$ cat src/rtl/sum_window_avg.sv
// Windowed averager: accumulates 2^LOG2N accepted samples, then holds the window
// sum and truncated mean on a valid/ready output until the consumer takes them.
module sum_window_avg #(
  parameter int BITWIDTH = 8,
  parameter int LOG2N    = 3
) (
  input  logic                      iClk,
  input  logic                      iRstN,
  input  logic                      iEn,
  input  logic                      iClr,
  input  logic [BITWIDTH:0]         iData,
  output logic                      oInReady,
  output logic                      oValid,
  input  logic                      iReady,
  output logic [BITWIDTH+LOG2N:0]   oSum,
  output logic [BITWIDTH:0]         oMean,
  output logic [LOG2N-1:0]          oCnt
);

  localparam int SW = BITWIDTH + 1 + LOG2N;

  typedef enum logic {ACC, HOLD} state_e;

  state_e                state_q, state_d;
  logic [SW-1:0]         acc_q, acc_d;
  logic [SW-1:0]         sum_q, sum_d;
  logic [BITWIDTH:0]     mean_q, mean_d;
  logic [LOG2N-1:0]      cnt_q, cnt_d;
  logic [SW-1:0]         sum_next;

  always_comb begin
    state_d  = state_q;
    acc_d    = acc_q;
    sum_d    = sum_q;
    mean_d   = mean_q;
    cnt_d    = cnt_q;
    sum_next = acc_q + SW'(iData);

    if (iClr) begin
      state_d = ACC;
      acc_d   = '0;
      cnt_d   = '0;
    end else begin
      unique case (state_q)
        ACC: begin
          if (iEn) begin
            // Window completes when the counter is all ones (N-1)
            if (&cnt_q) begin
              sum_d   = sum_next;
              mean_d  = sum_next[SW-1:LOG2N];
              acc_d   = '0;
              cnt_d   = '0;
              state_d = HOLD;
            end else begin
              acc_d = sum_next;
              cnt_d = cnt_q + 1'b1;
            end
          end
        end
        HOLD: begin
          if (iReady) state_d = ACC;
        end
        default: state_d = ACC;
      endcase
    end
  end

  always_ff @(posedge iClk) begin
    if (!iRstN) begin
      state_q <= ACC;
      acc_q   <= '0;
      sum_q   <= '0;
      mean_q  <= '0;
      cnt_q   <= '0;
    end else begin
      state_q <= state_d;
      acc_q   <= acc_d;
      sum_q   <= sum_d;
      mean_q  <= mean_d;
      cnt_q   <= cnt_d;
    end
  end

  assign oValid   = (state_q == HOLD);
  assign oInReady = !oValid;
  assign oSum     = sum_q;
  assign oMean    = mean_q;
  assign oCnt     = cnt_q;

endmodule

$ cat config.mk
export PLATFORM = sky130hd
export DESIGN_NAME = sum_window_avg
export DESIGN_NICKNAME = d
export VERILOG_FILES = /design/src/rtl/sum_window_avg.sv
export SDC_FILE = /design/constraint.sdc
export NUM_CORES = 1
export LEC_CHECK = 0
export BUFFER_PORTS_ARGS = -buffer_cell sky130_fd_sc_hd__clkbuf_2
export CAP_MARGIN = 20
export CORE_ASPECT_RATIO = 0.6
export CORE_UTILIZATION = 50
export CTS_CLUSTER_DIAMETER = 120
export DETAILED_ROUTE_END_ITERATION = 12
export GPL_TIMING_DRIVEN = 1
export PLACE_DENSITY = 0.77
export SLEW_MARGIN = 20
export SYNTH_ARGS = -nofsm -noshare
export SYNTH_HDL_FRONTEND = slang
export SYNTH_SLANG_ARGS = --single-unit
$ cat constraint.sdc
create_clock -name iClk -period 2.12 [get_ports iClk]
set_input_delay 0 -clock iClk [delete_from_list [all_inputs] [get_ports iClk]]
set_output_delay 0 -clock iClk [all_outputs]
set_load 0.02 [all_outputs]
==> impl_metrics.toml <==
[timing]
min_period_ns = 2.02
finalCritPeriodShare = 0.951
rsz0062_at_grt = "false"
drv_slew = 0
holdWs_ns = 0.0364
skew_ns = 0.00251
max_slew_margin = 0.649
worst_slack_ns = 0.103
finalSetupViolCount = 0
worstMarginPinSlew_ns = 0.525
hold_viol_final = 0
fin_setup_tns_ns = 0
fmax_mhz = 496

[grt]
grt_max_degree = 17
grt_use_total = 0.239
antenna_found_initial = 0
grt_pass1_wl_mm = 6.40
gr-total-overflow = 0
grt_pass1_vias = 1338

[placement]
place_area_mm2 = 0.00184
place_congestion = 0.894
io_buffers = 39
dp_slack_ns = 0.0844
hpwl_mm = 2.88

[setup_path]
worst_path_largest_cell_delay_ns = 0.37
cp_num_buf_inv = 0
critPathSlowestCell = "ha_1"
r2r-start = "acc_q[4]$_SDFFE_PP0P_"
crit_chain = "ha_1 > a21oi_2 > nand2_2 > o211a_4 > or3_1 > o311ai_1"
critPathArrivalTime_ns = 2.20
endpoint_kind = "flop"
cp_data_required_time_ns = 2.30
critPathTopFamily = "compound AO/OA/AOI/OAI gates"
critPathLaunchType = "flop"
path_max_fanout = 8
crit_type = "flop to flop"
setup.worst_path.start = "acc_q[4]$_SDFFE_PP0P_"

[clock_network]
ctsResizeCount = 0
clock_latency_ns = 0.27
cts_max_level = 1
clk_pin_slew_ns = 0.09
clock_sinks = 28
cts_buffers = 3
hold_buffers = 0
cts_tree = "built"
root_buffer = "clkbuf_8"
max-clock-path-buffers = 2
postCtsSetupBuffers = 0

[routing]
wl_mm = 3.96
wl_per_cell_um = 14.8
ant_nets = 0
viasPerCell = 5.59
drt_iter0_drc = 101
vias = 1497
firstDrtPassIters = 4
drc = 0

[synthesis]
syn_avg_cell_area_um2 = 8.44
yosysTopAreaCell = "dfxtp_1"
synth-edff-count = 0
synth.area.top_cells = "dfxtp_1, ha_1, a21oi_1"
ys_ff_latch = 28
async_flop_share = 0
ys_types = 44
yosys_warnings = 0
synth_top_area_share = 0.340
synth_flop_cell = "dfxtp_1"
synth_area_mm2 = 0.00165
postSynthCellCount = 195
syn_nets = 221
yosysSeqAreaShare = 0.340

[floorplanning]
ios = 40
die_w_um = 76.1
core_mm2 = 0.00300
rows = 15
start_util = 0.548
dieArea_mm2 = 0.00353
die_h_um = 46.5

[hold_path]
hp-start = "iReady"
hold_class = "input pin to flop"

[final_layout]
num-fill-cells = 275
drive_above_1_share = 0.248
final_cell_area_mm2 = 0.00190
area_growth_pct = 15.2
final_nets = 253
antenna-diode-count = 0

[run_status]
outcome = "complete, no violations"

[power_and_ir_drop]
power.density_mw_per_mm2 = 544
cellLeakagePower_nw = 0.854
ir_drop_v = 0.000470

[job]
timing.max_cap.violations = 0
power breakdown:
group          leakage, nW  switching, mW  internal, mW
Sequential           0.226        0.00725         0.534
Combinational        0.599         0.0947        0.0643
Clock               0.0288          0.165         0.166
Total                0.854          0.267         0.765
through the flow:
| step | utilization | std cells | power [mW] |
|---|---|---|---|
| finish | 0.632 | 268 | 1.03 |
| detailed placement | 0.611 | 264 | 0.706 |
| CTS | 0.630 | 268 | 1.03 |
| global route | 0.632 | 268 | 1.08 |
| global placement | 0.611 | 264 | 0.705 |
| floorplan | - | 195 | 0.659 |
kinds of logic (layout without fill, tap and decap cells):
group	after synthesis	after routing	synth area share
flops	28	28	0.340
simple gates	72	72	0.216
fa+ha+maj	12	12	0.0957
xor+xnor	6	6	0.0319
buf+inv	23	54	0.0745
compound gates	54	54	0.242
worst reg2reg max path, stage by stage (launching register included):
cell	delay [ns]
dfxtp_1	0.33
ha_1	0.37
a21oi_2	0.24
nand2_2	0.11
o211a_4	0.29
or3_1	0.34
o311ai_1	0.24
area by class of cell:
cell class / instances / area (um^2) / share of cell area
timing repair buffer: 45 / 240 / 0.127
tap: 42 / 52.6 / 0.0277
sequential: 28 / 561 / 0.296
inverter: 5 / 18.8 / 0.00989
multi-input combinational: 144 / 970 / 0.511
clock buffer: 4 / 55.1 / 0.0290
placed cells by master, fill, tap and decap left out, types with 3 or more instances in the layout:
cell type,synthesis,final
nor2_1,15,15
nand3_1,7,7
nand2b_1,4,4
a211oi_1,3,3
a21oi_1,18,18
xnor2_1,6,6
inv_1,4,4
dfxtp_1,28,28
clkbuf_8,0,4
or3_1,4,4
and2_1,3,3
buf_4,9,6
clkbuf_2,0,39
a22oi_1,3,3
ha_1,11,11
o2111ai_1,3,3
and3_1,5,5
nor3_1,5,5
o31ai_1,3,3
a21o_1,3,3
nand2_1,21,21
cells in the mapped netlist, types with 2 or more instances:
master / number
a211oi_1: 3
a21o_1: 3
a21oi_1: 18
a221o_1: 2
a22oi_1: 3
a2bb2oi_1: 2
and2_1: 3
and3_1: 5
buf_2: 2
buf_4: 9
clkbuf_1: 7
dfxtp_1: 28
ha_1: 11
inv_1: 4
nand2_1: 21
nand2b_1: 4
nand3_1: 7
nand3b_1: 2
nor2_1: 15
nor2b_1: 2
nor3_1: 5
o2111ai_1: 3
o211ai_1: 2
o21a_1: 2
o21ai_0: 2
o311ai_1: 2
o31ai_1: 3
or3_1: 4
xnor2_1: 6
layer usage:
| layer | track usage | part of all wire | vias up |
|---|---|---|---|
| met5 | 0 | 0 | - |
| met4 | 0.0346 | 0.0020 | 0 |
| met3 | 0.0495 | 0.091 | 2 |
| met2 | 0.398 | 0.42 | 70 |
| met1 | 0.331 | 0.49 | 663 |
| li1 | - | - | 762 |
registers in the layout (all words and copies together) (netlist names):
register and cells:
acc_q 12, oCnt 3, oSum 12, oValid 1
path summary, 6_finish.rpt:
kind / cells past startpoint / to / slack (ns)
worst max-delay path: 6 / acc_q[9]$_SDFFE_PP0P_ / 0.10
worst min-delay path: 3 / oValid$_SDFF_PP0_ / 0.04
worst max register to register: 6 / acc_q[9]$_SDFFE_PP0P_ / 0.10
worst min register to register: 2 / oSum[0]$_SDFFE_PN0P_ / 0.46
Note: power is estimated with default switching activity, not from simulation.
